**src/rtl/seq_pkg.sv**
```systemverilog
// Shared definitions for the serial pattern transmitter and the 1010 detector family.
// Holds the transmitter state encoding and the default pattern constant.
package seq_pkg;

    typedef enum logic [1:0] {
        ST_IDLE,
        ST_SEND,
        ST_GAP,
        ST_FIN
    } tx_state_t;

    localparam logic [3:0] PAT_DEFAULT_1010 = 4'b1010;

endpackage

```
**src/rtl/seq_gap_counter.sv**
```systemverilog
// Loadable down-counter with hold and a zero flag.
// Serves as both the bit-index counter and the gap-run counter of the transmitter.
module seq_gap_counter #(
    parameter int W = 4
) (
    input  logic         clk,
    input  logic         rst,
    input  logic         load,
    input  logic [W-1:0] load_val,
    input  logic         dec,
    input  logic         hold,
    output logic [W-1:0] count,
    output logic         zero
);

    // Load wins over decrement; the count never wraps below zero.
    always_ff @(posedge clk) begin
        if (rst) begin
            count <= '0;
        end else if (!hold) begin
            if (load) begin
                count <= load_val;
            end else if (dec && (count != '0)) begin
                count <= count - 1'b1;
            end
        end
    end

    assign zero = (count == '0);

endmodule

```
**src/rtl/seq_pattern_tx.sv**
```systemverilog
// Serial pattern transmitter: sends a latched pattern MSB-first a programmable
// number of times, with zero-bit gaps between copies, a hold stall and a done pulse.
module seq_pattern_tx
    import seq_pkg::*;
#(
    parameter int               PAT_W       = 4,
    parameter logic [PAT_W-1:0] PAT_DEFAULT = PAT_DEFAULT_1010,
    parameter int               CNT_W       = 8,
    parameter int               GAP_W       = 4
) (
    input  logic             clk,
    input  logic             rst,
    input  logic             start,
    input  logic             use_default,
    input  logic [PAT_W-1:0] pattern,
    input  logic [CNT_W-1:0] repeat_cnt,
    input  logic [GAP_W-1:0] gap_len,
    input  logic             hold,
    output logic             bit_out,
    output logic             bit_valid,
    output logic             busy,
    output logic             done,
    output logic [CNT_W-1:0] frames_sent
);

    localparam int IDX_W = (PAT_W > 1) ? $clog2(PAT_W) : 1;
    localparam logic [IDX_W-1:0] IDX_LAST = IDX_W'(PAT_W - 1);

    tx_state_t        state;
    logic [PAT_W-1:0] pat_q;
    logic [CNT_W-1:0] rep_q;
    logic [GAP_W-1:0] gap_q;

    logic [IDX_W-1:0] idx_cnt;
    logic [IDX_W-1:0] idx_next;
    logic             idx_zero;
    logic             idx_load;
    logic             idx_dec;

    logic [GAP_W-1:0] gap_cnt;
    logic [GAP_W-1:0] gap_load_val;
    logic             gap_zero;
    logic             gap_load;
    logic             gap_dec;

    logic             hold_eff;
    logic             last_frame;
    logic [PAT_W-1:0] pat_sel;

    assign pat_sel      = use_default ? PAT_DEFAULT : pattern;
    assign hold_eff     = hold && ((state == ST_SEND) || (state == ST_GAP));
    assign last_frame   = ((frames_sent + CNT_W'(1)) == rep_q);
    assign idx_next     = idx_cnt - 1'b1;
    assign gap_load_val = gap_q - 1'b1;

    // idx_cnt always names the pattern bit currently on bit_out; the gap
    // counter holds the number of gap cycles still to come after this one.
    always_comb begin
        idx_load = 1'b0;
        idx_dec  = 1'b0;
        gap_load = 1'b0;
        gap_dec  = 1'b0;
        case (state)
            ST_IDLE: begin
                if (start) begin
                    idx_load = 1'b1;
                end
            end
            ST_SEND: begin
                if (!hold) begin
                    if (idx_zero) begin
                        if (!last_frame) begin
                            if (gap_q == '0) begin
                                idx_load = 1'b1;
                            end else begin
                                gap_load = 1'b1;
                            end
                        end
                    end else begin
                        idx_dec = 1'b1;
                    end
                end
            end
            ST_GAP: begin
                if (!hold) begin
                    if (gap_zero) begin
                        idx_load = 1'b1;
                    end else begin
                        gap_dec = 1'b1;
                    end
                end
            end
            default: begin
            end
        endcase
    end

    seq_gap_counter #(.W(IDX_W)) u_idx_cnt (
        .clk      (clk),
        .rst      (rst),
        .load     (idx_load),
        .load_val (IDX_LAST),
        .dec      (idx_dec),
        .hold     (hold_eff),
        .count    (idx_cnt),
        .zero     (idx_zero)
    );

    seq_gap_counter #(.W(GAP_W)) u_gap_cnt (
        .clk      (clk),
        .rst      (rst),
        .load     (gap_load),
        .load_val (gap_load_val),
        .dec      (gap_dec),
        .hold     (hold_eff),
        .count    (gap_cnt),
        .zero     (gap_zero)
    );

    // Outputs are registered alongside the state, so each update sets what
    // the stream shows during the following cycle.
    always_ff @(posedge clk) begin
        if (rst) begin
            state       <= ST_IDLE;
            pat_q       <= '0;
            rep_q       <= '0;
            gap_q       <= '0;
            bit_out     <= 1'b0;
            bit_valid   <= 1'b0;
            busy        <= 1'b0;
            done        <= 1'b0;
            frames_sent <= '0;
        end else begin
            case (state)
                ST_IDLE: begin
                    bit_out   <= 1'b0;
                    bit_valid <= 1'b0;
                    busy      <= 1'b0;
                    done      <= 1'b0;
                    if (start) begin
                        pat_q       <= pat_sel;
                        rep_q       <= repeat_cnt;
                        gap_q       <= gap_len;
                        frames_sent <= '0;
                        if (repeat_cnt == '0) begin
                            state <= ST_FIN;
                            done  <= 1'b1;
                        end else begin
                            state     <= ST_SEND;
                            busy      <= 1'b1;
                            bit_out   <= pat_sel[PAT_W-1];
                            bit_valid <= 1'b1;
                        end
                    end
                end
                ST_SEND: begin
                    if (hold) begin
                        bit_valid <= 1'b0;
                    end else if (idx_zero) begin
                        frames_sent <= frames_sent + CNT_W'(1);
                        if (last_frame) begin
                            state     <= ST_FIN;
                            done      <= 1'b1;
                            busy      <= 1'b0;
                            bit_out   <= 1'b0;
                            bit_valid <= 1'b0;
                        end else if (gap_q == '0) begin
                            bit_out   <= pat_q[PAT_W-1];
                            bit_valid <= 1'b1;
                        end else begin
                            state     <= ST_GAP;
                            bit_out   <= 1'b0;
                            bit_valid <= 1'b1;
                        end
                    end else begin
                        bit_out   <= pat_q[idx_next];
                        bit_valid <= 1'b1;
                    end
                end
                ST_GAP: begin
                    if (hold) begin
                        bit_valid <= 1'b0;
                    end else if (gap_zero) begin
                        state     <= ST_SEND;
                        bit_out   <= pat_q[PAT_W-1];
                        bit_valid <= 1'b1;
                    end else begin
                        bit_out   <= 1'b0;
                        bit_valid <= 1'b1;
                    end
                end
                ST_FIN: begin
                    state     <= ST_IDLE;
                    done      <= 1'b0;
                    busy      <= 1'b0;
                    bit_out   <= 1'b0;
                    bit_valid <= 1'b0;
                end
                default: begin
                    state <= ST_IDLE;
                end
            endcase
        end
    end

endmodule
```
**config.mk**
```make
export PLATFORM = sky130hd
export DESIGN_NAME = seq_pattern_tx
export DESIGN_NICKNAME = d
export VERILOG_FILES = /design/src/rtl/seq_pkg.sv /design/src/rtl/seq_gap_counter.sv /design/src/rtl/seq_pattern_tx.sv
export SDC_FILE = /design/constraint.sdc
export NUM_CORES = 1
export LEC_CHECK = 0
export ABC_CLOCK_PERIOD_IN_PS = 4000
export CORE_MARGIN = 4
export CORE_UTILIZATION = 55
export CTS_BUF_LIST = sky130_fd_sc_hd__clkbuf_4
export CTS_CLUSTER_SIZE = 20
export DETAILED_ROUTE_END_ITERATION = 7
export HOLD_SLACK_MARGIN = 0.06
export PLACE_DENSITY = 0.81
export SLEW_MARGIN = 15
export SYNTH_ARGS = -nofsm -noshare
export SYNTH_HDL_FRONTEND = slang
export SYNTH_SLANG_ARGS = --single-unit
```
**constraint.sdc**
```tcl
create_clock -name clk -period 4 [get_ports clk]
set_clock_uncertainty 0.2 [all_clocks]
set_input_delay 0.8 -clock clk [delete_from_list [all_inputs] [get_ports clk]]
set_output_delay 0.8 -clock clk [all_outputs]
set_load 0.05 [all_outputs]
```
==> results of run 1 <==
-- cell type report --
class	count	share of cell area (%)
flip-flops and latches	36	28.35
repair buffers	33	12.89
clock buffers	5	1.476
multi-input cells	213	52.07
well taps	48	2.362
inverters	8	1.181
clock inverters	3	1.673
-- metrics by stage --
stage | setup WS [ns] | hold WS (ns) | total power, W
floorplan | 0.6729 | 0.2287 | 0.0006623
global placement | 0.7698 | 0.2434 | 0.0007435
detailed placement | 0.6455 | 0.2479 | 0.0007505
CTS | 0.7161 | 0.2631 | 0.001007
global route | 0.3368 | 0.2923 | 0.001065
finish | 0.7053 | 0.2585 | 0.001005
-- registers in the layout, indices dropped and copies added, names as in the netlist --
name             flops
gap_q                4
state                2
u_idx_cnt.count      2
rep_q                8
frames_sent          8
busy                 1
bit_out              1
done                 1
bit_valid            1
u_gap_cnt.count      4
pat_q                4
-- synth_stat cells, drive strengths merged, types with 2 or more instances --
| library cell | number |
|---|---|
| dfxtp | 36 |
| o211ai | 2 |
| nand3b | 5 |
| xor2 | 2 |
| nand2b | 3 |
| and2 | 4 |
| nand3 | 5 |
| nand2 | 42 |
| a21o | 3 |
| nor2 | 22 |
| a211oi | 6 |
| buf | 6 |
| o21ai | 12 |
| a31oi | 2 |
| nor2b | 5 |
| a221oi | 2 |
| nor3 | 9 |
| o21a | 3 |
| nor4 | 4 |
| a21oi | 33 |
| nand4 | 4 |
| a311oi | 2 |
| o211a | 2 |
| ha | 8 |
| and4 | 2 |
| mux2i | 3 |
| clkbuf | 9 |
| inv | 8 |
| or3 | 4 |
| xnor2 | 7 |
-- tightest hold or removal path, delay by kind of cell (launching register included) --
family	cells	cell delay [ns]
flops	1	0.33
simple gates	1	0.05
compound gates	1	0.05
-- logic make-up after synthesis --
kind of cell	Yosys count
compound gates	79
xor+xnor	9
fa+ha+maj	8
buf+inv	23
flops	36
mux	5
simple gates	112
-- power by group --
part	total, W	internal (W)	switching, W
sequential	0.000417	0.000392	0.0000253
clock	0.000259	0.000130	0.000129
combinational	0.000328	0.000131	0.000197
-- final timing paths --
path	endpoint	slack, ns	cells past startpoint
hold reg to reg	pat_q[0]	0.26	2
setup / recovery	u_gap_cnt.count[2]	0.71	12
hold / removal	pat_q[0]	0.26	2
setup reg to reg	u_gap_cnt.count[2]	0.71	12
-- routing by layer --
metal  up-vias  routed length (um)  GRT usage (%)
met4         0                  48          6.170
met2        65                2346          33.26
li1       1029                   -              -
met1       939                2291          28.67
met3         6                 366          3.885
met5         -                   0              0
==> impl_metrics.tcl, run 1 <==
set metrics [dict create \
    outcome "completed" \
    synth.largest_area_cell "dfxtp_1" \
    cts-resized-gates 0 \
    cp_cell_sequence "ha_1 > nand3_2 > o21a_1 > o211a_1 > o211a_1 > nor3_2 > mux2i_1 > ha_1 > nand2_1 > xnor2_1 > a21oi_1 > a211oi_1" \
    synth_xor_area_share_pct 3.673 \
    crit_path_top_delay_cell "dfxtp_1" \
    root_buffer "clkbuf_4" \
    fillCellCount 354 \
    path_class "reg2reg" \
    final_nets 326 \
    required_ns 4.07 \
    drt-pass1-iter-count 4 \
    cts.reportedPaths.clkPinSlew_ns 0.12 \
    critPathLaunchType "flop" \
    vias 2039 \
    final.setup.tns_ns 0 \
    clockBufferDepth 2 \
    synth_simple_gate_area_share_pct 25.83 \
    setup_viol 0 \
    diodes 0 \
    drt-initial-drc-count 154 \
    ys.flop_type "dfxtp_1" \
    dieArea_mm2 0.004965 \
    crit_family "compound AO/OA/AOI/OAI gates" \
    slew_headroom_pct 32.98 \
    startpoint "frames_sent[0]" \
    cts-hold-fix-buffers 0 \
    fin_crit_sh_pct 82.37 \
    p_leak_nw 0.9118 \
    drc 0 \
    cts_tree "yes" \
    hp-class "reg2reg" \
    overflow 0 \
    ys_seq_area_share_pct 33.59 \
    insertion_delay_ns 0.34 \
    cts_made_buffers 5 \
    vias_per_cell 5.893 \
    grt_pass1_vias 1894 \
    row_count 22 \
    synth-async-reset-ratio_pct 0 \
    start_util_pct 57.74 \
    clock-sinks 36 \
    dp_hpwl_mm 3.755 \
    peakVddDrop_v 0.0002770 \
    synth_area_leaders "dfxtp_1 34%, a21oi_1 7.7%, nand2_1 7.3%" \
    wl_mm 5.052 \
    multiInputGateArea_mm2 0.001324 \
    tightest_slew_ns 1.002 \
    min_period_ns 3.295 \
    ant_nets 0 \
    ys_types 55 \
    design_area_mm2 0.002542 \
    instances_no_fill 346 \
    fmax_mhz 303.5 \
    mostFrequentLayoutCells "42 x nand2_1, 36 x dfxtp_1, 33 x a21oi_1" \
    synthMuxAreaShare_pct 2.974 \
    worstHoldStart "pat_q[0]" \
    final_common_cell "nand2_1" \
    synth_top_family_by_area "simple AND/OR/NAND/NOR gates" \
    power_density_mw_per_mm2 395.2 \
    grt_max_degree 28 \
    die_y_um 70.46 \
    cp_max_fo 8 \
    synth_edf_count 0 \
    placed_area_mm2 0.002462 \
    drive_gt1_share_pct 5.705 \
    final-hold-violation-count 0 \
    ys_ff_latch 36 \
    grt_pass1_wl_mm 8.611 \
    r2r_start "frames_sent[0]" \
    final_max_slew_viol_count 0 \
    post_cts_buffers 0 \
    synth_top_area_share_pct 33.59 \
    io_pins 33 \
    fin_util_pct 68.42 \
    synth.avg_cell_area_um2 7.889 \
    regArea_um2 720.7 \
    yosys_warnings 0 \
    dp_cells 338 \
    syn_inst 272 \
    maxCapViolCount 0 \
    synth_fa_ha_area_share_pct 4.665 \
    fp.dieW_um 70.46 \
    cts_max_level 2 \
    rsz0062_at_grt "false" \
    syn-num-nets 301 \
    wl_per_cell_um 14.60 \
    place.gp.congestion 0.8806 \
    grt_usage_pct 20.93 \
    cp_num_buf_inv 0 \
    arrival_ns 3.36 \
    syn_area_mm2 0.002146 \
    core-area_mm2 0.003716 \
    end_kind "flop" \
    grt_antenna_before_repair 0 \
    synth-compound-area-share_pct 24.55 \
    io_buffer_count 32 \
    cpPeakStageDelay_ns 0.48 \
    area_delta_synth_final_pct 18.48 \
]
(Power assumes the default switching activity.)
==> inputs of run 2 (changes only) <==
ABC_CLOCK_PERIOD_IN_PS = 3000   (was 4000)
CORE_UTILIZATION = 50   (was 55)
PLACE_DENSITY = 0.78   (was 0.81)
clock period = 3 ns   (was 4 ns; I/O delays follow)
==> run 2 against run 1 <==
Net effect:
- design area up 5.2%
- worst setup slack worse by 0.59 ns
- clock power about the same
- critical path type unchanged
- critical endpoint unchanged
- largest cell class unchanged
==> impl_metrics.tcl, run 2 (synthesized netlist as in run 1, its figures left out) <==
set metrics [dict create \
    place.gp.congestion 0.9099 \
    rsz0062_at_grt "true" \
    critPathLaunchType "flop" \
    fin_ws_ns 0.1170 \
    placed_area_mm2 0.002560 \
    drt-pass1-iter-count 4 \
    final.setup.tns_ns 0 \
    cpPeakStageDelay_ns 0.39 \
    final_nets 341 \
    drc 0 \
    hold-path-endpoint "pat_q[0]" \
    fin_util_pct 65.46 \
    row_count 23 \
    hold_depth 2 \
    clock-sinks 36 \
    dp_slack_ns -0.04026 \
    insertion_delay_ns 0.34 \
    cts_made_buffers 5 \
    drive_gt1_share_pct 12.78 \
    io_buffer_count 32 \
    final_common_cell "nand2_1" \
    r2r_start "frames_sent[1]" \
    slew_headroom_pct 63.28 \
    fp.dieW_um 73.51 \
    r2r_end "u_gap_cnt.count[2]" \
    die_y_um 73.51 \
    end_kind "flop" \
    tightest_slew_ns 0.5490 \
    mostFrequentLayoutCells "42 x nand2_1, 33 x a21oi_1, 32 x clkdlybuf4s50_1" \
    setup_viol 0 \
    peakVddDrop_v 0.0003506 \
    cts_max_level 2 \
    dieArea_mm2 0.005404 \
    root_buffer "clkbuf_4" \
    drt-initial-drc-count 276 \
    outcome "completed" \
    vias_per_cell 5.879 \
    wl_mm 5.438 \
    ant_nets 0 \
    grt_usage_pct 21.16 \
    grt_pass1_wl_mm 8.997 \
    cp_num_buf_inv 1 \
    final_max_slew_viol_count 0 \
    start_util_pct 52.51 \
    cp_cell_sequence "ha_4 > buf_4 > xnor2_1 > a221o_1 > a32oi_2 > o211a_1 > nor3_4 > mux2i_1 > ha_2 > nand2_1 > xnor2_1 > a21oi_1 > a211oi_1" \
    core-area_mm2 0.004086 \
    crit_path_top_delay_cell "dfxtp_4" \
    reg2reg_slack_ns 0.12 \
    grt_max_degree 17 \
    path_class "reg2reg" \
    grt_pass1_vias 1958 \
    cts.reportedPaths.clkPinSlew_ns 0.12 \
    hp-class "reg2reg" \
    power_density_mw_per_mm2 486.5 \
    required_ns 3.06 \
    design_area_mm2 0.002675 \
    wl_per_cell_um 14.98 \
    diodes 0 \
    grt_antenna_before_repair 0 \
    p_leak_nw 0.9786 \
    cpMostUsedCell "xnor2_1" \
    final-hold-violation-count 0 \
    worstHoldStart "pat_q[0]" \
    overflow 0 \
    fin_crit_sh_pct 96.10 \
    reg2reg_depth 13 \
    cts_tree "yes" \
    dp_hpwl_mm 4.008 \
    area_delta_synth_final_pct 24.66 \
    maxCapViolCount 0 \
    fmax_mhz 346.9 \
    reg.largest.list "frames_sent: 8 flops, rep_q: 8 flops" \
    io_pins 33 \
    crit_family "compound AO/OA/AOI/OAI gates" \
    cp_max_fo 6 \
    cts-hold-fix-buffers 0 \
    vias 2134 \
    min_period_ns 2.883 \
    arrival_ns 2.94 \
    clockBufferDepth 2 \
]
run 2: cell types whose count changed in the layout (fill, tap and decap cells not counted), moves of 2 or more:
cell | previous run | this run
buf_4 | 1 | 16
dfxtp_1 | 36 | 30
dfxtp_2 | 0 | 4
dfxtp_4 | 0 | 2
ha_1 | 8 | 6
run 2: worst max path at each step:
stage | startpoint | to | slack, ns | cells after the start
5_1_grt | frames_sent[1] | u_gap_cnt.count[2] | -0.01 | 13
6_report | frames_sent[1] | u_gap_cnt.count[2] | 0.12 | 13
3_5_place_dp | frames_sent[0] | u_gap_cnt.count[2] | -0.04 | 12
2_1_floorplan | frames_sent[0] | u_gap_cnt.count[2] | 0.01 | 13
4_1_cts | frames_sent[0] | u_gap_cnt.count[2] | 0.004 | 13
3_3_place_gp | frames_sent[0] | u_gap_cnt.count[2] | 0.12 | 12
run 2: cell type report:
cell class	instances	area, um2
well taps	50	62.56
fillers	355	1411
clock buffers	5	37.54
flip-flops and latches	36	733.2
multi-input cells	213	1353
inverters	8	30.03
clock inverters	3	18.77
repair buffers	48	440.4
run 2: tightest hold or removal path, stage by stage, from the launching register on:
cell	delay, ns
dfxtp_1	0.32
nand2_1	0.05
a21oi_1	0.05
run 2: repair_timing:
| item | in CTS | in global routing |
|---|---|---|
| endpoints found under the hold margin | 0 | 0 |
| setup buffers | 1 | 3 |
| gates cloned | 0 | 0 |
| pin swaps | 3 | 5 |
| setup endpoints to repair | 1 | 1 |
| gates resized for setup | 1 | 4 |
run 2: report_power, final:
group / internal (W) / leakage [nW] / switching (W) / total (W)
combinational: 0.000209 / 0.646 / 0.000276 / 0.000486
clock: 0.0000900 / 0.0349 / 0.000168 / 0.000258
sequential: 0.000521 / 0.298 / 0.0000360 / 0.000557
run 2: through the flow:
step | cells | hold slack [ns] | power [W]
floorplan | 272 | 0.2287 | 0.0008820
global placement | 351 | 0.2396 | 0.001027
detailed placement | 351 | 0.2453 | 0.001033
CTS | 360 | 0.2619 | 0.001298
global route | 363 | 0.2964 | 0.001387
finish | 363 | 0.2573 | 0.001301
run 2: per-layer routing:
metal | part of all wire [%] | global-route usage [%] | vias to the layer above
met3 | 5.5 | 4.241 | 6
met5 | 0 | 0 | -
met2 | 46 | 33.27 | 59
met1 | 47 | 29.28 | 1012
li1 | - | - | 1057
met4 | 0.85 | 6.036 | 0
==> inputs of run 3 (changes only) <==
CORE_ASPECT_RATIO = 0.9   (was unset)
CORE_MARGIN = 8   (was 4)
==> run 3 against run 2 <==
Net effect:
- combinational power decreased by 4%
- fmax rose by 3.1%
- register-to-register slack better by 0.09 ns
- critical path type unchanged
- first-iteration DRC count fell by 25%
- cell count fell by 2.5%
- clock-buffer cell count grew 2
- non-clock buffer count is 7 lower
==> impl_metrics.tcl, run 3 (synthesized netlist as in run 1, its figures left out) <==
set metrics [dict create \
    vias_per_cell 6.000 \
    core-area_mm2 0.004101 \
    cts.reportedPaths.clkPinSlew_ns 0.11 \
    start_util_pct 52.32 \
    drt-initial-drc-count 208 \
    fp.dieW_um 85.06 \
    arrival_ns 2.86 \
    reg.largest.list "frames_sent: 8 flops, rep_q: 8 flops" \
    grt_pass1_wl_mm 9.356 \
    critPathLaunchType "flop" \
    path_class "reg2reg" \
    grt_antenna_before_repair 0 \
    place.gp.congestion 0.8281 \
    end_kind "flop" \
    die_y_um 78.15 \
    clockBufferDepth 2 \
    final.setup.tns_ns 0 \
    vias 2124 \
    final-hold-violation-count 0 \
    drc 0 \
    wl_per_cell_um 15.24 \
    outcome "completed" \
    cts_made_buffers 5 \
    finalPower_w 0.001288 \
    wl_mm 5.395 \
    grt_max_degree 22 \
    cts_max_level 2 \
    cts_tree "yes" \
    peakVddDrop_v 0.0002819 \
    rsz0062_at_grt "false" \
    worstHoldStart "pat_q[0]" \
    final_common_cell "nand2_1" \
    drt-pass1-iter-count 4 \
    clock-sinks 36 \
    min_period_ns 2.796 \
    cp_max_fo 7 \
    hold_depth 2 \
    hp-class "reg2reg" \
    maxCapViolCount 0 \
    cts-hold-fix-buffers 0 \
    io_buffer_count 32 \
    r2r_end "u_gap_cnt.count[2]" \
    fmax_mhz 357.7 \
    reg2reg_depth 12 \
    final_max_slew_viol_count 0 \
    dp_slack_ns -0.02839 \
    grt_usage_pct 16.90 \
    ant_nets 0 \
    diodes 0 \
    r2r_start "frames_sent[0]" \
    fin_crit_sh_pct 93.19 \
    row_count 22 \
    setup_viol 0 \
    insertion_delay_ns 0.34 \
    dieArea_mm2 0.006647 \
    p_leak_nw 0.9485 \
    power_density_mw_per_mm2 491.4 \
    drive_gt1_share_pct 11.11 \
    root_buffer "clkbuf_4" \
    io_pins 33 \
    dp_hpwl_mm 4.009 \
    slew_headroom_pct 55.09 \
    area_delta_synth_final_pct 22.16 \
    overflow 0 \
    reg2reg_slack_ns 0.20 \
    fin_ws_ns 0.2043 \
    hold-path-endpoint "pat_q[0]" \
    grt_pass1_vias 2027 \
    mostFrequentLayoutCells "42 x nand2_1, 33 x a21oi_1, 32 x clkdlybuf4s50_1" \
    final_nets 334 \
    required_ns 3.07 \
    tightest_slew_ns 0.6715 \
]
==> run 3: cell types whose count changed in the layout (fill, tap and decap cells not counted) <==
cell      previous run  this run
buf_4               16         9
clkbuf_4             5         7
clkinv_2             2         1
clkinv_4             1         0
nand3_2              0         1
nand3_4              1         0
xnor2_1              7         6
xnor2_2              0         1
==> run 3: worst max path at each step <==
| stage | startpoint | end | slack, ns | cells after the start |
|---|---|---|---|---|
| global route | frames_sent[1] | u_gap_cnt.count[2] | 0.001 | 12 |
| floorplan | frames_sent[0] | u_gap_cnt.count[2] | 0.01 | 13 |
| detailed placement | frames_sent[1] | u_gap_cnt.count[2] | -0.03 | 12 |
| global placement | frames_sent[1] | u_gap_cnt.count[2] | 0.1 | 12 |
| CTS | frames_sent[1] | u_gap_cnt.count[2] | 0.04 | 12 |
| finish | frames_sent[0] | u_gap_cnt.count[2] | 0.20 | 12 |
==> run 3: cell type report <==
class / count / area (um2)
Sequential cell: 36 / 733.2
Multi-Input combinational cell: 213 / 1353
Clock inverter: 1 / 5.005
Timing Repair Buffer: 41 / 387.9
Fill cell: 381 / 1480
Tap cell: 48 / 60.06
Clock buffer: 7 / 52.55
Inverter: 8 / 30.03
==> run 3: per-layer routing <==
metal | global-route usage [%] | part of all wire, %
met3 | 4.579 | 5.6
met5 | 0 | 0
met2 | 26.68 | 44
met1 | 21.90 | 49
met4 | 5.151 | 1.3
==> run 3: metrics by stage <==
stage | cell area [um2] | utilization [%] | std cells | hold slack [ns]
after floorplan | 2158 | - | 272 | 0.2287
after global placement | 2535 | 61.81 | 346 | 0.2445
after detailed placement | 2535 | 61.81 | 346 | 0.2448
after CTS | 2601 | 63.42 | 354 | 0.2571
after global routing | 2621 | 63.91 | 354 | 0.2907
final | 2621 | 63.91 | 354 | 0.2552
==> run 3: timing repair <==
item,CTS,global route
gates resized for setup,2,3
endpoints found under the setup margin,1,1
setup buffers,0,0
pin swaps,0,4
==> run 3: critical path, stage by stage, from the launching register on <==
cell	delay, ns
dfxtp_4	0.37
buf_4	0.14
nand4_1	0.16
o311ai_0	0.41
o2111a_1	0.30
o211a_1	0.23
nor3_4	0.07
mux2i_1	0.18
ha_2	0.21
nand2_1	0.07
xnor2_1	0.15
a21oi_1	0.06
a211oi_1	0.17
==> run 3: power by group <==
part	switching (W)	leakage, nW	total (W)	internal, W
registers	0.0000335	0.298	0.000555	0.000521
logic	0.000276	0.614	0.000468	0.000191
clock network	0.000156	0.0361	0.000265	0.000109
